$ cat src/rtl/midi_pkg.sv
// Shared types and constants for the MIDI voice allocator.
// Holds the status nibble codes, the parser state type and the note event record.
package midi_pkg;

    localparam logic [3:0] MIDI_NOTE_OFF   = 4'h8;
    localparam logic [3:0] MIDI_NOTE_ON    = 4'h9;
    localparam logic [3:0] MIDI_PROG_CHG   = 4'hC;
    localparam logic [3:0] MIDI_CHAN_PRESS = 4'hD;
    localparam logic [7:0] MIDI_SYS_RT     = 8'hF8;

    typedef enum logic [1:0] {
        ST_IDLE  = 2'd0,
        ST_DATA1 = 2'd1,
        ST_DATA2 = 2'd2
    } parse_state_t;

    typedef struct packed {
        logic       valid;
        logic       on;
        logic [6:0] note;
        logic [6:0] velocity;
    } note_event_t;

endpackage

$ cat src/rtl/midi_parser.sv
// Channel-voice message parser with running status.
// Emits a registered single-entry note event for note-on/off on the selected channel.
module midi_parser
    import midi_pkg::*;
#(
    parameter logic [3:0] CHANNEL = 4'd0
) (
    input  logic        clock,
    input  logic        reset,
    input  logic        i_byte_valid,
    input  logic [7:0]  i_midi_byte,
    output note_event_t o_event
);

    parse_state_t r_state;
    parse_state_t w_state_nxt;
    logic [7:0]   r_status;
    logic [7:0]   w_status_nxt;
    logic         r_status_valid;
    logic         w_status_valid_nxt;
    logic [6:0]   r_data1;
    logic [6:0]   w_data1_nxt;
    note_event_t  r_event;
    note_event_t  w_event_nxt;
    logic         w_one_byte;
    logic         w_is_note;

    assign w_one_byte = (r_status[7:4] == MIDI_PROG_CHG) || (r_status[7:4] == MIDI_CHAN_PRESS);
    assign w_is_note  = (r_status[3:0] == CHANNEL) &&
                        ((r_status[7:4] == MIDI_NOTE_ON) || (r_status[7:4] == MIDI_NOTE_OFF));
    assign o_event    = r_event;

    // Parser state, running status and event register.
    always_ff @(posedge clock or posedge reset) begin
        if (reset) begin
            r_state        <= ST_IDLE;
            r_status       <= 8'h00;
            r_status_valid <= 1'b0;
            r_data1        <= 7'd0;
            r_event        <= '0;
        end else begin
            r_state        <= w_state_nxt;
            r_status       <= w_status_nxt;
            r_status_valid <= w_status_valid_nxt;
            r_data1        <= w_data1_nxt;
            r_event        <= w_event_nxt;
        end
    end

    // Next-state decode for each received byte.
    always_comb begin
        w_state_nxt        = r_state;
        w_status_nxt       = r_status;
        w_status_valid_nxt = r_status_valid;
        w_data1_nxt        = r_data1;
        w_event_nxt        = '0;
        if (i_byte_valid) begin
            if (i_midi_byte[7]) begin
                if (i_midi_byte >= MIDI_SYS_RT) begin
                    // Real-time bytes pass through without touching the message in progress.
                    w_state_nxt = r_state;
                end else if (i_midi_byte[7:4] == 4'hF) begin
                    w_status_valid_nxt = 1'b0;
                    w_state_nxt        = ST_IDLE;
                end else begin
                    w_status_nxt       = i_midi_byte;
                    w_status_valid_nxt = 1'b1;
                    w_state_nxt        = ST_DATA1;
                end
            end else begin
                case (r_state)
                    ST_IDLE, ST_DATA1: begin
                        if (!r_status_valid) begin
                            w_state_nxt = ST_IDLE;
                        end else if (w_one_byte) begin
                            w_state_nxt = ST_IDLE;
                        end else begin
                            w_data1_nxt = i_midi_byte[6:0];
                            w_state_nxt = ST_DATA2;
                        end
                    end
                    ST_DATA2: begin
                        w_state_nxt = ST_IDLE;
                        if (w_is_note) begin
                            w_event_nxt.valid    = 1'b1;
                            w_event_nxt.on       = (r_status[7:4] == MIDI_NOTE_ON) &&
                                                   (i_midi_byte[6:0] != 7'd0);
                            w_event_nxt.note     = r_data1;
                            w_event_nxt.velocity = i_midi_byte[6:0];
                        end else begin
                            w_event_nxt = '0;
                        end
                    end
                    default: begin
                        w_state_nxt = ST_IDLE;
                    end
                endcase
            end
        end else begin
            w_state_nxt = r_state;
        end
    end

endmodule

$ cat src/rtl/midi_voice_allocator.sv
// MIDI voice allocator: parses the byte stream and assigns note events to a voice pool.
// Owns retrigger, free-voice allocation, round-robin stealing and release.
module midi_voice_allocator
    import midi_pkg::*;
#(
    parameter int         NUM_VOICES = 4,
    parameter logic [3:0] CHANNEL    = 4'd0
) (
    input  logic                    clock,
    input  logic                    reset,
    input  logic                    byte_valid,
    input  logic [7:0]              midi_byte,
    output logic [NUM_VOICES-1:0]   voice_active,
    output logic [7*NUM_VOICES-1:0] voice_note,
    output logic [7*NUM_VOICES-1:0] voice_velocity,
    output logic [NUM_VOICES-1:0]   voice_update
);

    localparam int PW = (NUM_VOICES > 1) ? $clog2(NUM_VOICES) : 1;

    note_event_t           w_event;
    logic [NUM_VOICES-1:0] r_active;
    logic [NUM_VOICES-1:0] w_active_nxt;
    logic [6:0]            r_note [NUM_VOICES];
    logic [6:0]            w_note_nxt [NUM_VOICES];
    logic [6:0]            r_vel [NUM_VOICES];
    logic [6:0]            w_vel_nxt [NUM_VOICES];
    logic [NUM_VOICES-1:0] r_update;
    logic [NUM_VOICES-1:0] w_update_nxt;
    logic [PW-1:0]         r_ptr;
    logic [PW-1:0]         w_ptr_nxt;
    logic                  w_match_hit;
    logic [PW-1:0]         w_match_idx;
    logic                  w_free_hit;
    logic [PW-1:0]         w_free_idx;

    midi_parser #(.CHANNEL(CHANNEL)) u_parser (
        .clock        (clock),
        .reset        (reset),
        .i_byte_valid (byte_valid),
        .i_midi_byte  (midi_byte),
        .o_event      (w_event)
    );

    assign voice_active = r_active;
    assign voice_update = r_update;

    genvar g;
    generate
        for (g = 0; g < NUM_VOICES; g++) begin : g_pack
            assign voice_note[7*g +: 7]     = r_note[g];
            assign voice_velocity[7*g +: 7] = r_vel[g];
        end
    endgenerate

    // Lowest-index priority encoders for a sounding match and a free slot.
    always_comb begin
        w_match_hit = 1'b0;
        w_match_idx = '0;
        w_free_hit  = 1'b0;
        w_free_idx  = '0;
        for (int v = NUM_VOICES - 1; v >= 0; v--) begin
            if (r_active[v] && (r_note[v] == w_event.note)) begin
                w_match_hit = 1'b1;
                w_match_idx = PW'(v);
            end else begin
                w_match_hit = w_match_hit;
            end
            if (!r_active[v]) begin
                w_free_hit = 1'b1;
                w_free_idx = PW'(v);
            end else begin
                w_free_hit = w_free_hit;
            end
        end
    end

    // Voice table update for the pending event.
    always_comb begin
        w_active_nxt = r_active;
        w_note_nxt   = r_note;
        w_vel_nxt    = r_vel;
        w_ptr_nxt    = r_ptr;
        w_update_nxt = '0;
        if (w_event.valid && w_event.on) begin
            if (w_match_hit) begin
                w_vel_nxt[w_match_idx]    = w_event.velocity;
                w_update_nxt[w_match_idx] = 1'b1;
            end else if (w_free_hit) begin
                w_active_nxt[w_free_idx] = 1'b1;
                w_note_nxt[w_free_idx]   = w_event.note;
                w_vel_nxt[w_free_idx]    = w_event.velocity;
                w_update_nxt[w_free_idx] = 1'b1;
            end else begin
                w_active_nxt[r_ptr] = 1'b1;
                w_note_nxt[r_ptr]   = w_event.note;
                w_vel_nxt[r_ptr]    = w_event.velocity;
                w_update_nxt[r_ptr] = 1'b1;
                w_ptr_nxt = (r_ptr == PW'(NUM_VOICES - 1)) ? PW'(0) : r_ptr + PW'(1);
            end
        end else if (w_event.valid) begin
            // Release keeps note and velocity so the envelope still knows the pitch.
            for (int v = 0; v < NUM_VOICES; v++) begin
                if (r_active[v] && (r_note[v] == w_event.note)) begin
                    w_active_nxt[v] = 1'b0;
                    w_update_nxt[v] = 1'b1;
                end else begin
                    w_update_nxt[v] = 1'b0;
                end
            end
        end else begin
            w_update_nxt = '0;
        end
    end

    // Voice table, strobe and steal pointer registers.
    always_ff @(posedge clock or posedge reset) begin
        if (reset) begin
            r_active <= '0;
            r_update <= '0;
            r_ptr    <= '0;
            for (int v = 0; v < NUM_VOICES; v++) begin
                r_note[v] <= 7'd0;
                r_vel[v]  <= 7'd0;
            end
        end else begin
            r_active <= w_active_nxt;
            r_update <= w_update_nxt;
            r_ptr    <= w_ptr_nxt;
            r_note   <= w_note_nxt;
            r_vel    <= w_vel_nxt;
        end
    end

endmodule

$ cat config.mk
export PLATFORM = sky130hd
export DESIGN_NAME = midi_voice_allocator
export DESIGN_NICKNAME = d
export VERILOG_FILES = /design/src/rtl/midi_pkg.sv /design/src/rtl/midi_parser.sv /design/src/rtl/midi_voice_allocator.sv
export SDC_FILE = /design/constraint.sdc
export NUM_CORES = 1
export LEC_CHECK = 0
export ABC_CLOCK_PERIOD_IN_PS = 3300
export CAP_MARGIN = 20
export CORE_ASPECT_RATIO = 1.4
export CORE_MARGIN = 4
export CORE_UTILIZATION = 47
export DETAILED_ROUTE_END_ITERATION = 7
export PLACE_DENSITY = 0.75
export SYNTH_ARGS = -nofsm -noshare
export SYNTH_HDL_FRONTEND = slang
export SYNTH_SLANG_ARGS = --single-unit
$ cat constraint.sdc
create_clock -name clock -period 3.3 [get_ports clock]
set_input_delay 0.66 -clock clock [delete_from_list [all_inputs] [get_ports clock]]
set_output_delay 0.66 -clock clock [all_outputs]
set_load 0.01 [all_outputs]
**Word-level counts from Yosys, hierarchy flattened**

Cells that the tools add are included.

- Input port bits: 11
- Output and inout port bits: 64
- Memories kept: 0
- RAM bits: 0
- ROM bits: 0
- Bits in registers: 100
- Bits in latches: 0

- Muxes and demuxes: 63
- $mul: 0
- Equality and inequality tests: 14
- Bitwise operators: 11
- Magnitude comparators: 13
- Reductions and logical operators: 34
- Div/mod/pow operators: 0
- Shifts and indexed selects: 0
- $add $sub $neg: 1

Operators with widths:

| operator | count |
|---|---|
| bitwise mux 28 bit | 5 |
| 2-to-1 mux 28 bit | 3 |
| 2-to-1 mux 16 bit | 4 |
| demux 7 bit (select 2 bit) | 3 |
| 2-to-1 mux 4 bit | 8 |
| == test 7 bit | 4 |
| 2-to-1 mux 2 bit | 14 |
| 2-to-1 mux 7 bit | 3 |
| == test 4 bit (second input constant) | 5 |
| 2-to-1 mux 1 bit | 20 |
| AND reduction 3 bit | 6 |
| logical AND 1 bit | 13 |
| nonzero test 2 bit | 5 |
| >= comparator 3 bit (second input constant) | 3 |
| less-than comparator 2 x 3 -> 1 bit (second input constant) | 3 |
| less-than comparator 3 x 1 -> 1 bit (second input constant) | 3 |
| inverter 2 -> 3 bit | 3 |
| >= comparator 8 bit (second input constant) | 1 |
| bitwise OR 4 bit | 2 |
| nonzero test 7 bit | 1 |
| demux 1 bit (select 2 bit) | 3 |
| >= comparator 2 x 1 -> 1 bit (second input constant) | 3 |
| inverter 1 bit | 6 |
| AND reduction 5 bit | 1 |
| other kinds (10) | 14 |

**Longest topological paths before layout**

Gate-level depths: netlist (run 1).

- Depth after elaboration: 13
- Gate-level depth with buffers: 9
- Depth with buffers taken out: 8

**Modules after synthesis**

From an unflattened synthesis (run 1), not the netlist that was laid out.

- Cell total of the unflattened synthesis: 313
- Area total of the unflattened synthesis: 4307.9 um2

Modules (own cells, without submodules):

| module | area an instance (um2) | cells an instance | seq. area each (um2) | instances |
|---|---|---|---|---|
| midi_voice_allocator | 3042.9 | 227 | 1651.6 | 1 |
| midi_parser | 1265.0 | 86 | 850.8 | 1 |

**Worst setup path after synthesis (run 1)**

No wires, ideal clock.

- Path type: reg2reg
- From: reg u_parser.r_event, in the netlist u_parser.o_event[12]
- To: reg r_note, in the netlist voice_note[21]
- Data arrival time: 1.851 ns
- Stages on the path, launching flop included: 9
- Buffers on the path: 2
- Library setup time: 0.127 ns
- Clock period less this slack: 1.978 ns
- Path slack: 1.322 ns
- Data required time: 3.173 ns
- Cell sequence: dfrtp_1 buf_4 xnor2_1 nand4_1 o21bai_2 nor4_4 and2_1 buf_4 mux2_1

- Word-level cells in the longest chain between the ends: 8
- Elaborated cells between the ends (all ways): 14
- Those cells by class: 4 x eq/ne; 4 x mux; 1 x bitwise; 5 x reduce/logical

Ends and longest elaborated chain:

| what | RTL line | text |
|---|---|---|
| from (decl) | midi_parser.sv:23 | `note_event_t r_event;` |
| from (signal assigned) | midi_parser.sv:46 | `r_event <= w_event_nxt;` |
| == test 7 bit | midi_voice_allocator.sv:63 | `if (r_active[v] && (r_note[v] == w_event.note)) begin` |
| logical AND 1 bit | midi_voice_allocator.sv:63 |  |
| 2-to-1 mux 1 bit (3 in a row) | midi_voice_allocator.sv:63 |  |
| 2-to-1 mux 1 bit * | midi_voice_allocator.sv:63 |  |
| inverter 1 bit (no source line) * | - |  |
| AND reduction 2 bit (no source line) * | - |  |
| to (signal assigned) | midi_voice_allocator.sv:130 | `r_note <= w_note_nxt;` |
| to (decl) | midi_voice_allocator.sv:24 | `logic [6:0] r_note [NUM_VOICES];` |

Every way passes the cells marked *; elsewhere a longest branch is shown, timed or not.
A chain may end at the register's enable or synchronous reset.

**Worst setup path in the final report (run 1)**

- From: reg u_parser.r_event, in the netlist u_parser.o_event[8]
- To: reg r_note, in the netlist voice_note[24]

The elaborated chain is that of the path after synthesis.

==> impl_results.html, run 1 <==
<table>
<tr><th>Metric</th><th>Value</th></tr>
<tr><th colspan="2">Outcome</th></tr>
<tr><td>Result of the run</td><td>finished clean</td></tr>
<tr><th colspan="2">Clocking</th></tr>
<tr><td>Post-CTS setup buffer count</td><td>0</td></tr>
<tr><td>Num Clock Sinks</td><td>100</td></tr>
<tr><td>Maximum clock insertion buffer count</td><td>2</td></tr>
<tr><td>TritonCTS clock tree</td><td>done</td></tr>
<tr><td>Level count of the clock H-tree</td><td>3</td></tr>
<tr><td>Clk Tree Root Cell</td><td>clkbuf_16</td></tr>
<tr><td>Count of hold buffers inserted by post-cts repair</td><td>0</td></tr>
<tr><td>Number of buffers created by CTS</td><td>9</td></tr>
<tr><td>PostCTS Resize Cnt</td><td>0</td></tr>
<tr><td>Clock-pin transition on the worst setup and hold timing paths</td><td>70 ps</td></tr>
<tr><td>Clock latency of the later-clocked register in the worst-skew pair</td><td>330 ps</td></tr>
<tr><th colspan="2">STA</th></tr>
<tr><td>Max Clock Freq</td><td>432 MHz</td></tr>
<tr><td>Max-slew violations</td><td>0</td></tr>
<tr><td>Min Tclk post-route</td><td>2310 ps</td></tr>
<tr><td>Fraction of the cycle the final worst path needs</td><td>70.1%</td></tr>
<tr><td>Unrepaired setup endpoints after global routing</td><td>no</td></tr>
<tr><td>Skew final</td><td>5.50 ps</td></tr>
<tr><td>Final hold vios</td><td>0</td></tr>
<tr><td>Slew Limit Headroom</td><td>54.3%</td></tr>
<tr><td>TNS Setup</td><td>0 ps</td></tr>
<tr><td>Tightest Pin Transition</td><td>684 ps</td></tr>
<tr><td>Min setup slack post-route</td><td>987 ps</td></tr>
<tr><td>Final setup violation count</td><td>0</td></tr>
<tr><td>Post-Route Hold Slack</td><td>461 ps</td></tr>
<tr><th colspan="2">Hold path</th></tr>
<tr><td>Endpoint, Worst Hold</td><td>u_parser.r_status[7]</td></tr>
<tr><td>Min-Delay Path Class</td><td>flop to flop</td></tr>
<tr><td>Worst min-delay path startpoint</td><td>u_parser.r_status[7]</td></tr>
<tr><td>Worst hold path stage count</td><td>1</td></tr>
<tr><th colspan="2">Floorplanning</th></tr>
<tr><td>Die H</td><td>121 um</td></tr>
<tr><td>Area enclosed by the die boundary</td><td>10,700 sq um</td></tr>
<tr><td>Starting density of the core</td><td>49.1%</td></tr>
<tr><td>Core area</td><td>8710 sq um</td></tr>
<tr><td>X dimension of the die</td><td>88.6 um</td></tr>
<tr><td>Count of boundary I/O pins</td><td>75</td></tr>
<tr><td>Number of core rows</td><td>40</td></tr>
<tr><th colspan="2">Placed design</th></tr>
<tr><td>Detailed placement HPWL</td><td>6470 um</td></tr>
<tr><td>Cell Area, Placed</td><td>5090 sq um</td></tr>
<tr><td>Input/output buffers</td><td>74</td></tr>
<tr><td>Worst slack at placement</td><td>901 ps</td></tr>
<tr><td>Routability-driven placement congestion ratio</td><td>0.831</td></tr>
<tr><th colspan="2">Critical path</th></tr>
<tr><td>Nature of the critical path endpoint</td><td>flop</td></tr>
<tr><td>Depth of the most critical reg-to-reg path</td><td>6</td></tr>
<tr><td>Worst reg2reg path startpoint</td><td>u_parser.o_event[8]</td></tr>
<tr><td>Max incr delay on CP</td><td>510 ps</td></tr>
<tr><td>WS Path Type</td><td>flop to flop</td></tr>
<tr><td>Worst EP required</td><td>3510 ps</td></tr>
<tr><td>Critical Path Start Type</td><td>flop</td></tr>
<tr><td>Cell chain of the critical path</td><td>xnor2_1 &gt; nand4_1 &gt; o21bai_2 &gt; nor4_4 &gt; and2_1 &gt; mux2_1</td></tr>
<tr><td>Data arrival time of the worst path</td><td>2530 ps</td></tr>
<tr><td>Reg2Reg Capture Point</td><td>voice_note[24]</td></tr>
<tr><td>Peak fanout along the critical path</td><td>8</td></tr>
<tr><td>Cell with the largest stage delay on the worst path</td><td>dfrtp_1</td></tr>
<tr><td>Worst R2R Setup Slack</td><td>990 ps</td></tr>
<tr><th colspan="2">Pwr</th></tr>
<tr><td>Pwr Density</td><td>473 nW/um^2</td></tr>
<tr><td>Total power draw</td><td>2.56 mW</td></tr>
<tr><td>Leakage</td><td>2.47 nW</td></tr>
<tr><td>Maximum resistive drop on vdd</td><td>354 uV</td></tr>
<tr><th colspan="2">Global routing</th></tr>
<tr><td>First-pass GRT wire length</td><td>14,300 um</td></tr>
<tr><td>Via count of the first global-routing pass</td><td>2,888</td></tr>
<tr><td>Initial antenna violation count</td><td>0</td></tr>
<tr><td>Largest net degree at the start of global routing</td><td>54</td></tr>
<tr><td>Overall routing resource usage</td><td>17.7%</td></tr>
<tr><td>Total grt overflow</td><td>0</td></tr>
<tr><th colspan="2">Drt</th></tr>
<tr><td>Remaining design rule violation count</td><td>0</td></tr>
<tr><td>Count of routing violations after the opening detailed-route iteration</td><td>117</td></tr>
<tr><td>Detailed-routing wirelength on met1</td><td>3310 um</td></tr>
<tr><td>Number of vias after detailed routing</td><td>2,671</td></tr>
<tr><td>Routed met3 length</td><td>331 um</td></tr>
<tr><td>Antenna-violating nets left</td><td>0</td></tr>
<tr><td>Detailed-router iteration count before antenna repair</td><td>4</td></tr>
<tr><td>Via-to-Cell Ratio</td><td>5.37</td></tr>
<tr><td>Sum of routed wire length over all layers</td><td>8710 um</td></tr>
<tr><td>Uppermost routed layer</td><td>met4</td></tr>
<tr><td>Met2 Wirelength</td><td>4900 um</td></tr>
<tr><td>Drt wl/cell</td><td>17.5 um</td></tr>
<tr><th colspan="2">Cells and area</th></tr>
<tr><td>Area grow syn2layout</td><td>26.9%</td></tr>
<tr><td>Fill cells</td><td>707</td></tr>
<tr><td>Fraction of layout cells with a size suffix above 1</td><td>23.5%</td></tr>
<tr><td>Net total in the final layout</td><td>402</td></tr>
<tr><td>Finished layout cell area</td><td>5420 sq um</td></tr>
<tr><td>N_diodes</td><td>0</td></tr>
<tr><th colspan="2">Yosys</th></tr>
<tr><td>Mean post-synth cell area</td><td>13.6 sq um</td></tr>
<tr><td>Number of different library cells in the post-synthesis netlist</td><td>37</td></tr>
<tr><td>Post-synthesis net count</td><td>329</td></tr>
<tr><td>Cell taking the most area after synthesis</td><td>dfrtp_1</td></tr>
<tr><td>Count of flip-flops with a built-in enable after synthesis</td><td>0</td></tr>
<tr><td>Most used flip-flop cell after synthesis</td><td>dfrtp_1</td></tr>
<tr><td>Flops &amp; latches, synth</td><td>100</td></tr>
<tr><td>Share of synthesized registers carrying an async set or reset</td><td>100%</td></tr>
<tr><td>Synth top area cells</td><td>dfrtp_1 59%, mux2_2 16%, xnor2_1 5.7%, mux2_1 2.4%, and2_1 2.3%</td></tr>
<tr><td>Warning count from the yosys run</td><td>0</td></tr>
<tr><td>Combined area of all synthesized cells</td><td>4270 sq um</td></tr>
<tr><td>Share of Yosys cell area claimed by the top area cell type</td><td>58.6%</td></tr>
<tr><td>Post-Syn Instances</td><td>314</td></tr>
<tr><td>Part of the Yosys area used for sequential elements</td><td>58.6%</td></tr>
<tr><th colspan="2">Run</th></tr>
<tr><td>Number of max-cap violations</td><td>0</td></tr>
</table>
-- flip-flops by register name, indices dropped and copies added, names as in the netlist --
name	count
voice_note	28
voice_velocity	28
u_parser.o_event	16
u_parser.r_status	8
u_parser.r_data1	7
voice_active	4
voice_update	4
r_ptr	2
u_parser.r_state	2
u_parser.r_status_valid	1
-- logic make-up (layout without fill, tap and decap cells) --
kind of cell	Yosys count	after routing	share of synthesized area (%)
fa+ha+maj	4	4	1.17
buf+inv	20	98	2.61
xor+xnor	28	28	5.74
flops	100	100	58.6
simple gates	72	72	9.87
mux	70	70	18.4
compound gates	20	20	3.60
-- layout make-up --
class,instances,area (sq um),share of cell area [%]
tap,105,131,2.42
clock buffer,10,239,4.41
timing repair buffer,76,768,14.2
inverter,6,25.0,0.462
sequential,100,2500,46.2
multi-input combinational,194,1660,30.6
clock inverter,6,96.3,1.78
-- power breakdown --
group,total [mW],switching (mW),internal [mW]
combinational,0.109,0.0514,0.0575
clock,1.15,0.455,0.693
sequential,1.31,0.0264,1.28
-- per-layer routing --
metal,global-route usage [%],vias to the layer above
met4,6.43,0
met1,20.3,1366
li1,-,1232
met5,0,-
met3,4.43,13
met2,31.4,60
-- cell usage after synthesis, types with 3 or more instances --
library cell,instances
xnor2_1,28
dfrtp_1,100
inv_1,6
mux2_2,61
and2_1,16
nor4_1,3
buf_4,9
clkbuf_1,3
nand3_1,3
nor2_2,3
nor2_1,5
a21o_1,3
a21oi_1,4
nor2b_1,5
ha_1,4
o21a_1,3
mux2_1,9
nand2_1,16
nand4_1,9
-- how the worst max path moves through the flow --
| stage | to | depth (start not counted) | slack [ps] | start |
|---|---|---|---|---|
| floorplan | r_ptr[0] | 1 | 20 | reset |
| global placement | u_parser.r_status[1] | 4 | 880 | midi_byte[4] |
| detailed placement | u_parser.r_status[1] | 4 | 900 | midi_byte[5] |
| CTS | voice_note[24] | 6 | 970 | u_parser.o_event[8] |
| global route | voice_note[27] | 6 | 840 | u_parser.o_event[8] |
| finish | voice_note[24] | 6 | 990 | u_parser.o_event[8] |
-- worst max-delay path, delay by kind of cell, from the launching register on --
| family | cells | cell delay (ps) |
|---|---|---|
| AND/OR/NAND/NOR | 3 | 1010 |
| multiplexers | 1 | 370 |
| XOR/XNOR | 1 | 190 |
| AO/OA/AOI/OAI | 1 | 110 |
| flip-flops | 1 | 510 |
-- cell usage in the layout (no fill, tap or decap), drive strengths merged, types with 3 or more instances in the layout --
cell type / Yosys / final
nor4: 4 / 4
mux2: 70 / 70
nor2: 8 / 8
dfrtp: 100 / 100
a21oi: 4 / 4
nand2: 17 / 17
a21o: 3 / 3
nand4: 9 / 9
o21a: 3 / 3
inv: 6 / 7
and2: 16 / 16
nor2b: 5 / 5
o21ai: 3 / 3
clkbuf: 3 / 10
clkdlybuf4s50: 0 / 74
ha: 4 / 4
xnor2: 28 / 28
nand3: 4 / 4
-- metrics by stage --
| step | instances | util [%] |
|---|---|---|
| floorplan | 314 | - |
| global placement | 481 | 58.4 |
| detailed placement | 481 | 58.4 |
| CTS | 497 | 62.3 |
| global route | 497 | 62.3 |
| finish | 497 | 62.3 |
Power figures use the tool's default switching activity.
==> inputs of run 2 (changes only) <==
ABC_CLOCK_PERIOD_IN_PS = 2400   (was 3300)
CORE_UTILIZATION = 52   (was 47)
PLACE_DENSITY = 0.79   (was 0.75)
clock period = 2.4 ns   (was 3.3 ns; I/O delays follow)
==> impl_results.html, run 2 (same netlist as run 1, synthesis figures left out) <==
<table>
<tr><th>Metric</th><th>Value</th></tr>
<tr><th colspan="2">Global routing</th></tr>
<tr><td>Overall routing resource usage</td><td>18.1%</td></tr>
<tr><td>Initial antenna violation count</td><td>0</td></tr>
<tr><td>Largest net degree at the start of global routing</td><td>101</td></tr>
<tr><td>Via count of the first global-routing pass</td><td>2,762</td></tr>
<tr><td>First-pass GRT wire length</td><td>13,600 um</td></tr>
<tr><td>Total grt overflow</td><td>0</td></tr>
<tr><th colspan="2">Cells and area</th></tr>
<tr><td>Area grow syn2layout</td><td>23.7%</td></tr>
<tr><td>Fraction of layout cells with a size suffix above 1</td><td>24.6%</td></tr>
<tr><td>N_diodes</td><td>0</td></tr>
<tr><td>Highest-count cells in the layout ignoring fill and taps</td><td>100 x dfrtp_1, 74 x clkdlybuf4s50_1, 61 x mux2_2</td></tr>
<tr><td>Share of the core filled with cells</td><td>66.9%</td></tr>
<tr><td>Net total in the final layout</td><td>406</td></tr>
<tr><td>Multi-input gate area in the final layout</td><td>1660 sq um</td></tr>
<tr><td>Fill cells</td><td>600</td></tr>
<tr><td>Sequential cell area</td><td>2500 sq um</td></tr>
<tr><td>Most common cell after layout, fill and taps aside</td><td>dfrtp_1</td></tr>
<tr><th colspan="2">Critical path</th></tr>
<tr><td>Worst EP required</td><td>2650 ps</td></tr>
<tr><td>Timing startpoint of the critical path</td><td>u_parser.o_event[11]</td></tr>
<tr><td>Worst R2R Setup Slack</td><td>150 ps</td></tr>
<tr><td>Depth of the critical timing path with buffers and inverters included</td><td>6</td></tr>
<tr><td>CP Capture Point</td><td>voice_velocity[5]</td></tr>
<tr><td>Nature of the critical path endpoint</td><td>flop</td></tr>
<tr><td>Worst reg2reg path startpoint</td><td>u_parser.o_event[11]</td></tr>
<tr><td>Critical Path Start Type</td><td>flop</td></tr>
<tr><td>Cell with the largest stage delay on the worst path</td><td>dfrtp_1</td></tr>
<tr><td>Cell chain of the critical path</td><td>xnor2_1 &gt; nand4_1 &gt; nor2_2 &gt; a2111oi_2 &gt; o21bai_2 &gt; mux2_2</td></tr>
<tr><td>Buffer and inverter count on the worst path</td><td>0</td></tr>
<tr><td>WS Path Type</td><td>flop to flop</td></tr>
<tr><td>Reg2Reg Capture Point</td><td>voice_velocity[5]</td></tr>
<tr><td>Peak fanout along the critical path</td><td>8</td></tr>
<tr><td>CP delay by family, top</td><td>simple AND/OR/NAND/NOR gates</td></tr>
<tr><td>Max incr delay on CP</td><td>510 ps</td></tr>
<tr><td>Data arrival time of the worst path</td><td>2500 ps</td></tr>
<tr><td>Depth of the most critical reg-to-reg path</td><td>6</td></tr>
<tr><th colspan="2">Drt</th></tr>
<tr><td>Count of routing violations after the opening detailed-route iteration</td><td>139</td></tr>
<tr><td>Antenna-violating nets left</td><td>0</td></tr>
<tr><td>Sum of routed wire length over all layers</td><td>8490 um</td></tr>
<tr><td>Via-to-Cell Ratio</td><td>5.36</td></tr>
<tr><td>Drt wl/cell</td><td>17.2 um</td></tr>
<tr><td>Remaining design rule violation count</td><td>0</td></tr>
<tr><td>Detailed-router iteration count before antenna repair</td><td>4</td></tr>
<tr><td>Number of vias after detailed routing</td><td>2,653</td></tr>
<tr><th colspan="2">STA</th></tr>
<tr><td>Final setup violation count</td><td>0</td></tr>
<tr><td>Max-slew violations</td><td>0</td></tr>
<tr><td>Unrepaired setup endpoints after global routing</td><td>no</td></tr>
<tr><td>Tightest Pin Transition</td><td>521 ps</td></tr>
<tr><td>Min Tclk post-route</td><td>2250 ps</td></tr>
<tr><td>TNS Setup</td><td>0 ps</td></tr>
<tr><td>Final hold vios</td><td>0</td></tr>
<tr><td>Skew final</td><td>11.6 ps</td></tr>
<tr><td>Fraction of the cycle the final worst path needs</td><td>93.9%</td></tr>
<tr><td>Max Clock Freq</td><td>444 MHz</td></tr>
<tr><td>Slew Limit Headroom</td><td>65.3%</td></tr>
<tr><th colspan="2">Clocking</th></tr>
<tr><td>Count of hold buffers inserted by post-cts repair</td><td>0</td></tr>
<tr><td>Level count of the clock H-tree</td><td>3</td></tr>
<tr><td>Number of buffers created by CTS</td><td>9</td></tr>
<tr><td>Num Clock Sinks</td><td>100</td></tr>
<tr><td>Post-CTS setup buffer count</td><td>0</td></tr>
<tr><td>TritonCTS clock tree</td><td>done</td></tr>
<tr><td>Maximum clock insertion buffer count</td><td>2</td></tr>
<tr><td>Clk Tree Root Cell</td><td>clkbuf_8</td></tr>
<tr><td>Clock-pin transition on the worst setup and hold timing paths</td><td>100 ps</td></tr>
<tr><td>Clock latency of the later-clocked register in the worst-skew pair</td><td>360 ps</td></tr>
<tr><th colspan="2">Floorplanning</th></tr>
<tr><td>Starting density of the core</td><td>54.1%</td></tr>
<tr><td>Number of core rows</td><td>38</td></tr>
<tr><td>Die H</td><td>115 um</td></tr>
<tr><td>Count of boundary I/O pins</td><td>75</td></tr>
<tr><td>Area enclosed by the die boundary</td><td>9750 sq um</td></tr>
<tr><td>Core area</td><td>7890 sq um</td></tr>
<tr><td>X dimension of the die</td><td>84.6 um</td></tr>
<tr><th colspan="2">Pwr</th></tr>
<tr><td>Maximum resistive drop on vdd</td><td>396 uV</td></tr>
<tr><td>Leakage</td><td>2.41 nW</td></tr>
<tr><td>Pwr Density</td><td>551 nW/um^2</td></tr>
<tr><th colspan="2">Placed design</th></tr>
<tr><td>Input/output buffers</td><td>74</td></tr>
<tr><td>Detailed placement HPWL</td><td>6270 um</td></tr>
<tr><td>Routability-driven placement congestion ratio</td><td>0.874</td></tr>
<tr><th colspan="2">Hold path</th></tr>
<tr><td>Min-Delay Path Class</td><td>flop to flop</td></tr>
<tr><td>Worst min-delay path startpoint</td><td>u_parser.r_status[7]</td></tr>
<tr><th colspan="2">Outcome</th></tr>
<tr><td>Result of the run</td><td>finished clean</td></tr>
<tr><th colspan="2">Run</th></tr>
<tr><td>Number of max-cap violations</td><td>0</td></tr>
</table>
==> run 2: cell count changes in the layout (fill, tap and decap cells not counted), moves of 2 or more <==
cell,change
and2_1,-2
and2_2,+2
buf_4,+4
bufinv_16,-2
clkbuf_16,-9
clkbuf_8,+8
clkinv_4,-2
clkinvlp_4,+2
inv_6,+3
==> run 2: worst min-delay path by stage <==
| stage | end | slack (ps) | cells after the start |
|---|---|---|---|
| floorplan | u_parser.r_status[7] | 430 | 1 |
| global placement | u_parser.r_status[7] | 440 | 1 |
| detailed placement | u_parser.r_status[7] | 450 | 1 |
| CTS | u_parser.r_status[7] | 470 | 1 |
| global route | u_parser.r_status[7] | 490 | 1 |
| finish | u_parser.r_status[7] | 470 | 1 |
==> run 2: cell type report <==
cell class	count	area share, %
well taps	100	2.37
multi-input cells	194	31.4
inverters	6	0.497
repair buffers	80	15.1
flip-flops and latches	100	47.4
clock buffers	9	2.34
clock inverters	6	0.876
==> run 2: what timing repair did <==
item | CTS | global route
setup endpoints to repair | 0 | 14
endpoints found under the hold margin | 0 | 0
resized for setup | 0 | 2
==> run 2: routing by layer <==
layer	GRT usage (%)	wire length [um]
met3	3.08	323
met1	20.7	3280
met2	33.2	4660
met5	0	0
met4	7.50	226
==> run 2: report_power, final <==
| group | total, mW | switching (mW) | internal (mW) |
|---|---|---|---|
| logic | 0.155 | 0.0712 | 0.0835 |
| registers | 1.79 | 0.0323 | 1.76 |
| clock network | 0.965 | 0.584 | 0.381 |
| total | 2.91 | 0.688 | 2.22 |
==> run 2: metrics by stage <==
step / instances / setup WS (ps) / area [sq um] / total power [mW] / hold WS [ps]
2_1_floorplan: 314 / 422 / 4280 / 1.92 / 431
3_3_place_gp: 480 / 130 / 5110 / 1.97 / 443
3_5_place_dp: 480 / 80.0 / 5110 / 1.98 / 447
4_1_cts: 495 / 46.5 / 5280 / 2.93 / 471
5_1_grt: 495 / 32.6 / 5280 / 3.03 / 487
6_report: 495 / 146 / 5280 / 2.91 / 468
